$ cat src/rtl/rr_arb_pkg.sv
// Shared types and limits for the round-robin packet-lock arbiter.
// The optional per-owner packet quota is enabled with RR_ARB_QUOTA_EN.
package rr_arb_pkg;

  localparam int RR_MAX_N     = 32;
  localparam int RR_MAX_QUOTA = 15;

  typedef enum logic {
    IDLE   = 1'b0,
    LOCKED = 1'b1
  } arb_state_t;

  function automatic logic [3:0] sat_inc4(input logic [3:0] v);
    return (v == 4'hF) ? v : v + 4'd1;
  endfunction

endpackage

$ cat src/rtl/rr_pri_enc.sv
// LSB-first fixed-priority encoder: lowest set request bit wins.
// Produces the winner as both a one-hot vector and a binary index.
module rr_pri_enc
  import rr_arb_pkg::*;
#(
  parameter int N    = 4,
  parameter int ID_W = $clog2(N)
) (
  input  logic [N-1:0]    req_i,
  output logic [N-1:0]    onehot_o,
  output logic [ID_W-1:0] idx_o,
  output logic            any_o
);

  if (N < 2 || N > RR_MAX_N) begin : g_bad_n
    $error("rr_pri_enc: N out of range");
  end

  always_comb begin
    logic found;
    found    = 1'b0;
    onehot_o = '0;
    idx_o    = '0;
    for (int i = 0; i < N; i++) begin
      if (req_i[i] && !found) begin
        found       = 1'b1;
        onehot_o[i] = 1'b1;
        idx_o       = ID_W'(i);
      end
    end
    any_o = found;
  end

endmodule

$ cat src/rtl/rr_arb_lock.sv
// Round-robin arbiter that locks onto the winner until its packet ends.
// Define RR_ARB_QUOTA_EN to let an owner keep priority for up to QUOTA packets.
//
// state  | meaning
// IDLE   | no packet in flight; grant is combinational from req_i and mask_q
// LOCKED | packet (or unaccepted grant) in flight; grant pinned to owner_q
module rr_arb_lock
  import rr_arb_pkg::*;
#(
  parameter int N     = 4,
  parameter int ID_W  = $clog2(N),
  parameter int QUOTA = 2
) (
  input  logic            clk,
  input  logic            reset,
  input  logic [N-1:0]    req_i,
  input  logic [N-1:0]    last_i,
  input  logic            ready_i,
  output logic            valid_o,
  output logic [N-1:0]    gnt_o,
  output logic [ID_W-1:0] gnt_id_o
);

  if (N < 2 || N > RR_MAX_N) begin : g_bad_n
    $error("rr_arb_lock: N out of range");
  end
  if (QUOTA < 1 || QUOTA > RR_MAX_QUOTA) begin : g_bad_quota
    $error("rr_arb_lock: QUOTA out of range");
  end

  arb_state_t      state_q, state_d;
  logic [ID_W-1:0] owner_q, owner_d;
  logic [N-1:0]    mask_q, mask_d, mask_eff;

  logic [N-1:0]    m_oh, r_oh, win_oh;
  logic [ID_W-1:0] m_idx, r_idx, win_idx;
  logic            m_any, r_any;
  logic            pkt_end;

  function automatic logic [N-1:0] above(input logic [ID_W-1:0] k);
    logic [N-1:0] m;
    for (int i = 0; i < N; i++) m[i] = (i > int'(k));
    return m;
  endfunction

`ifdef RR_ARB_QUOTA_EN
  logic [3:0] cnt_q, cnt_d, cnt_base, cnt_inc;
  logic       pend_q, pend_d;
  logic       cancel;

  // A held priority is dropped as soon as the previous owner stops requesting.
  assign cancel   = pend_q && !req_i[owner_q];
  assign mask_eff = cancel ? above(owner_q) : mask_q;
`else
  assign mask_eff = mask_q;
`endif

  rr_pri_enc #(.N(N), .ID_W(ID_W)) u_enc_masked (
    .req_i    (req_i & mask_eff),
    .onehot_o (m_oh),
    .idx_o    (m_idx),
    .any_o    (m_any)
  );

  rr_pri_enc #(.N(N), .ID_W(ID_W)) u_enc_raw (
    .req_i    (req_i),
    .onehot_o (r_oh),
    .idx_o    (r_idx),
    .any_o    (r_any)
  );

  assign win_oh  = m_any ? m_oh  : r_oh;
  assign win_idx = m_any ? m_idx : r_idx;

  always_comb begin
    if (state_q == LOCKED) begin
      gnt_o    = N'(1) << owner_q;
      gnt_id_o = owner_q;
      valid_o  = req_i[owner_q];
    end else begin
      gnt_o    = r_any ? win_oh  : '0;
      gnt_id_o = r_any ? win_idx : '0;
      valid_o  = r_any;
    end
  end

  assign pkt_end = valid_o && ready_i && last_i[gnt_id_o];

  always_comb begin
    state_d = state_q;
    owner_d = owner_q;
    mask_d  = mask_eff;
`ifdef RR_ARB_QUOTA_EN
    pend_d   = 1'b0;
    cnt_d    = cancel ? 4'd0 : cnt_q;
    cnt_base = (state_q == IDLE && win_idx != owner_q) ? 4'd0 : cnt_d;
    cnt_inc  = sat_inc4(cnt_base);
`endif
    case (state_q)
      IDLE: begin
        if (r_any) begin
          owner_d = win_idx;
          if (!pkt_end) begin
            state_d = LOCKED;
`ifdef RR_ARB_QUOTA_EN
            cnt_d = cnt_base;
`endif
          end
        end
      end
      LOCKED: begin
        if (pkt_end) state_d = IDLE;
      end
      default: state_d = IDLE;
    endcase
    if (pkt_end) begin
`ifdef RR_ARB_QUOTA_EN
      if (cnt_inc < 4'(QUOTA)) begin
        mask_d = mask_eff;
        cnt_d  = cnt_inc;
        pend_d = 1'b1;
      end else begin
        mask_d = above(gnt_id_o);
        cnt_d  = 4'd0;
      end
`else
      mask_d = above(gnt_id_o);
`endif
    end
  end

  always_ff @(posedge clk or posedge reset) begin
    if (reset) begin
      state_q <= IDLE;
      owner_q <= '0;
      mask_q  <= '1;
`ifdef RR_ARB_QUOTA_EN
      cnt_q   <= 4'd0;
      pend_q  <= 1'b0;
`endif
    end else begin
      state_q <= state_d;
      owner_q <= owner_d;
      mask_q  <= mask_d;
`ifdef RR_ARB_QUOTA_EN
      cnt_q   <= cnt_d;
      pend_q  <= pend_d;
`endif
    end
  end

endmodule

$ cat config.mk
export PLATFORM = sky130hd
export DESIGN_NAME = rr_arb_lock
export DESIGN_NICKNAME = d
export VERILOG_FILES = /design/src/rtl/rr_arb_pkg.sv /design/src/rtl/rr_pri_enc.sv /design/src/rtl/rr_arb_lock.sv
export SDC_FILE = /design/constraint.sdc
export NUM_CORES = 1
export LEC_CHECK = 0
export ABC_AREA = 1
export BUFFER_PORTS_ARGS = -buffer_cell sky130_fd_sc_hd__buf_2
export CORE_MARGIN = 2
export CORE_UTILIZATION = 49
export DETAILED_ROUTE_END_ITERATION = 8
export PLACE_DENSITY = 0.75
export SYNTH_ARGS = -nofsm -noshare
export SYNTH_HDL_FRONTEND = slang
export SYNTH_SLANG_ARGS = --single-unit
$ cat constraint.sdc
create_clock -name clk -period 1.8 [get_ports clk]
set_clock_uncertainty 0.15 [all_clocks]
set_input_delay 0.36 -clock clk [delete_from_list [all_inputs] [get_ports clk]]
set_output_delay 0.36 -clock clk [all_outputs]
set_load 0.005 [all_outputs]
==> impl_metrics.ini, run 1 <==
[global_routing]
antenna_found_initial = 0
grt_pass1_vias = 594
grt.overflow.total = 0
track_usage = 0.2191
grt_max_degree = 11
grt_pass1_wl_um = 2346

[power_and_ir_drop]
p_leak_nw = 0.5170
p_total_mw = 1.427
peakVddDrop_mv = 0.8116
power_density_nw_per_um2 = 1545

[worst_setup_path]
slowest_stage = dfstp_2
cp-end-kind = primary output
cpPeakStageDelay_ns = 0.56
cp_max_fo = 4
crit_start = mask_eff[0]
crit_buf_inv = 1
critPathArrivalTime_ns = 1.56
cp.required_ns = 1.29
criticalPathCategory = reg -> out
rrSetupSlack_ns = -0.07
r2r_start = mask_eff[0]
path_cells = nand2_2 > nand3_2 > nor2_2 > nor2_2 > nand2_1 > nand2_2 > nand2_2 > nor2_2 > buf_2
start_kind = flop
cp_top_family = simple AND/OR/NAND/NOR gates

[floorplanning]
start_util = 0.5089
rows = 13
die_y_um = 40.30
dieArea_um2 = 1624
core_area_um2 = 1269
io_pins = 18
die_w_um = 40.30

[detailed_routing]
detail_route.wl_per_cell_um = 12.20
avgViaCountPerCell = 5.033
drc_errors = 0
vias = 770
drt_wl_total_um = 1867
firstDrtPassIters = 4
drt_iter0_drc = 16
ant_nets = 0

[place]
place_inst = 139
pre_cts_ws_ns = -0.005889
dp_hpwl_um = 1279
gp_congestion = 0.7546
port_buffers = 17
dpl_cell_area_um2 = 760.7

[synth]
syn_nets = 117
synth_top_family_by_area = simple AND/OR/NAND/NOR gates
synth-simple-area-share = 0.5271
avgSynthCellArea_um2 = 6.091
synthCells = 106
ys_seq_elements = 7
yosys.area_share.adder = 0
muxShareOfSynthArea = 0
yosys_warnings = 0
synthXorXnorAreaFrac = 0
synth_cell_types = 16
synth_area_um2 = 645.6
ys_seq_area_frac = 0.2791
synth-compound-area-share = 0.08333

[timing]
fin_crit_sh = 1.152
slew_violations = 0
rsz0062_at_grt = true
hold_viol = 0
setup_slack_ns = -0.2739
fin_crit_ns = 2.074
worst_pin_slew_ns = 0.2564
worst_slew_margin_rel = 0.8273
fin_setup_tns_ns = -0.9328
timing.fmax_mhz = 482.2
whs_ns = 0.3199
setup_violations = 12

[cells_and_area]
final_cells = 153
final_nets = 150
drive_above_1_share = 0.5290
fin_area_um2 = 923.4
layout_commonest_cell = nand2_1
diodes = 0
fillers = 115
syn_to_final_growth_pct = 43.02
final_util = 0.7278
layout_common_cells = 26 x nand2_1, 16 x buf_2, 14 x nor2_2, 14 x inv_1, 11 x buf_4

[outcome]
violations = setup timing
status = finished with violations

[clocking]
htreeDepth = 1
numClockSinks = 7
clk_latency_ns = 0.25
clkTransAtPathRegs_ns = 0.05
root_buffer = clkbuf_4
cts.path.max_buffers = 2
cts_tree = done
cts_buffers = 3

[min_path]
hp-start = mask_eff[2]
hold_class = reg -> reg

[flow_run]
max_cap_violations = 0
state kept, by name, indices dropped and copies added, names as in the netlist:
signal    cells
owner_q       2
mask_eff      4
state_q       1
power by group:
part           switching, mW  internal (mW)
clock                 0.0547         0.0844
sequential            0.0701          0.248
combinational          0.538          0.432
total                  0.663          0.764
cell type report:
class / count / area, µm² / area share
flip-flops and latches: 7 / 181.4 / 0.1965
multi-input cells: 80 / 445.4 / 0.4824
repair buffers: 29 / 183.9 / 0.1992
clock buffers: 4 / 26.28 / 0.02846
well taps: 15 / 18.77 / 0.02033
inverters: 18 / 67.56 / 0.07317
worst paths after layout:
check / depth (start not counted) / endpoint
min in group asynchronous: 3 / owner_q[1]
max: 9 / gnt_o[2]
max reg2reg: 13 / state_q
max in group asynchronous: 3 / mask_eff[2]
min: 2 / mask_eff[2]
min reg2reg: 2 / mask_eff[2]
kinds of logic (layout without fill, tap and decap cells):
group	after synthesis	in the layout
simple gates	70	70
buf+inv	19	51
compound gates	10	10
flops	7	7
metal layers:
| metal | up-vias | GRT usage | wire [µm] | part of all wire |
|---|---|---|---|---|
| met4 | 0 | 0.05000 | 6 | 0.0032 |
| met2 | 18 | 0.3992 | 1029 | 0.55 |
| met3 | 2 | 0.03333 | 59 | 0.032 |
| li1 | 394 | - | - | - |
| met5 | - | 0 | 0 | 0 |
| met1 | 356 | 0.2678 | 771 | 0.41 |
tightest hold or removal path: cells and delay by family, from the launching register on:
kind             cells  cell delay [ns]
DFF                  1             0.37
and+or+nand+nor      2             0.09
Yosys cell counts:
cell | number | area share
nor2_2 | 7 | 0.068
nand2_1 | 31 | 0.18
nand2_4 | 1 | 0.017
inv_2 | 2 | 0.012
a21oi_1 | 2 | 0.016
dfstp_2 | 4 | 0.16
a31oi_1 | 1 | 0.0097
clkbuf_1 | 1 | 0.0058
a22oi_1 | 1 | 0.012
o21ai_0 | 6 | 0.047
dfrtp_1 | 3 | 0.12
nand2_2 | 6 | 0.058
nor2_1 | 11 | 0.064
nand3_2 | 4 | 0.062
nand3_1 | 10 | 0.078
inv_1 | 16 | 0.093
what timing repair did:
action,CTS,global route
endpoints found under the hold margin,3,0
resized for setup,6,16
setup endpoints to repair,7,12
hold buffers,1,0
setup buffers,7,3
pin swaps,5,10
Note: power is estimated with default switching activity, not from simulation.
==> run 2, diff against run 1 <==
- CAP_MARGIN: default -> 20
- PLACE_DENSITY: 0.75 -> 0.81
==> run 2 against run 1 <==
  * The flow still finishes with violations (setup timing)
  * Highest routed layer unchanged
  * Critical endpoint unchanged
  * Largest power group unchanged
  * Routed wire length decreased by 4.3%
  * Critical path depth decreased by 1
  * Sequential share of layout area increased by 0.89 points
  * Final area decreased by 3.7%
  * Flip-flop and latch count unchanged
  * Cell count decreased by 2.6%
==> impl_metrics.ini, run 2 (same netlist as run 1, synthesis figures left out) <==
[worst_setup_path]
start_kind = flop
cp.required_ns = 1.29
cp_max_fo = 3
criticalPathCategory = reg -> out
cp_top_family = flip-flops
cp-end-kind = primary output
cpPeakStageDelay_ns = 0.57
slowest_stage = dfstp_2
critPathArrivalTime_ns = 1.57
path_cells = buf_6 > a21oi_2 > nor2_2 > nand2_1 > nand2_2 > nand2_2 > nor2_1 > buf_2
path_common_cell = nand2_2
crit_buf_inv = 2

[detailed_routing]
ant_nets = 0
detail_route.wl_per_cell_um = 11.99
avgViaCountPerCell = 5.168
drt_wl_total_um = 1786
vias = 770
drt_iter0_drc = 26
firstDrtPassIters = 4
drc_errors = 0

[cells_and_area]
drive_above_1_share = 0.4701
final_nets = 146
fin_area_um2 = 889.6
diodes = 0
final_util = 0.7012
layout_commonest_cell = nand2_1
syn_to_final_growth_pct = 37.79
largest_register_ff_count = 4
layout_common_cells = 26 x nand2_1, 17 x buf_2, 15 x inv_1, 10 x nor2_2, 10 x nand3_1

[clocking]
clkTransAtPathRegs_ns = 0.05
cts.path.max_buffers = 2
root_buffer = clkbuf_4
numClockSinks = 7
cts_tree = done
clk_latency_ns = 0.25
htreeDepth = 1
cts_buffers = 3

[timing]
fin_crit_ns = 2.080
hold_viol = 0
worst_pin_slew_ns = 0.2669
worst_slew_margin_rel = 0.8219
fin_crit_sh = 1.156
fin_setup_tns_ns = -1.662
setup_slack_ns = -0.2802
whs_ns = 0.3320
slew_violations = 0
timing.fmax_mhz = 480.7
rsz0062_at_grt = true
setup_violations = 12

[floorplanning]
die_y_um = 40.30
io_pins = 18
dieArea_um2 = 1624
start_util = 0.5089
core_area_um2 = 1269
rows = 13
die_w_um = 40.30

[place]
port_buffers = 17
dp_hpwl_um = 1262
dpl_cell_area_um2 = 753.2
gp_congestion = 0.7604

[min_path]
hold_class = reg -> reg

[global_routing]
track_usage = 0.2401
grt_max_degree = 11
grt.overflow.total = 0
grt_pass1_wl_um = 2546
antenna_found_initial = 0
grt_pass1_vias = 633

[outcome]
status = finished with violations
violations = setup timing

[power_and_ir_drop]
p_leak_nw = 0.5048
p_total_mw = 1.333
peakVddDrop_mv = 0.8131
power_density_nw_per_um2 = 1498

[flow_run]
max_cap_violations = 0
-- run 2: final cells by class --
class | count | area, µm²
well taps | 15 | 18.77
clock buffers | 4 | 26.28
multi-input cells | 80 | 442.9
inverters | 18 | 67.56
repair buffers | 25 | 151.4
flip-flops and latches | 7 | 182.7
fillers | 107 | 379.1
-- run 2: final timing paths --
check	from	end	slack, ns	cells after the start
worst max-delay path	mask_eff[0]	gnt_o[2]	-0.28	8
worst min-delay path	mask_eff[2]	mask_eff[2]	0.33	2
worst max register to register	mask_eff[1]	state_q	-0.18	12
worst min register to register	mask_eff[2]	mask_eff[2]	0.33	2
max in group asynchronous	reset	mask_eff[1]	0.80	3
min in group asynchronous	reset	owner_q[1]	0.42	3
-- run 2: worst min-delay path: stages (launching register included) --
cell	delay (ns)
dfstp_2	0.38
nand2_1	0.06
nand2_1	0.04
-- run 2: per-stage QoR --
stage	instances	worst slack, ns
after detailed placement	138	-0.02154
after CTS	147	-0.2141
after floorplan	106	0.1883
after global routing	149	-0.3498
after global placement	138	0.004399
final	149	-0.2802
-- run 2: per-layer routing --
metal  vias to the layer above  GRT usage  wire (µm)  part of all wire
li1                        390          -          -                 -
met1                       356     0.2897        789              0.44
met2                        19     0.4476        930              0.52
met3                         5    0.01667         38             0.021
met4                         0    0.07500         27             0.015
met5                         -          0          0                 0
-- run 2: timing repair --
action,CTS,global route
setup buffers,4,2
pin swaps,5,6
endpoints found under the setup margin,7,12
resized for setup,12,6
gates cloned,0,0
hold buffers,1,0
endpoints found under the hold margin,3,0
-- run 2: power by group --
part / internal, mW / switching (mW) / leakage (nW)
logic: 0.354 / 0.505 / 0.416
registers: 0.250 / 0.0798 / 0.0741
clock network: 0.0846 / 0.0586 / 0.0150
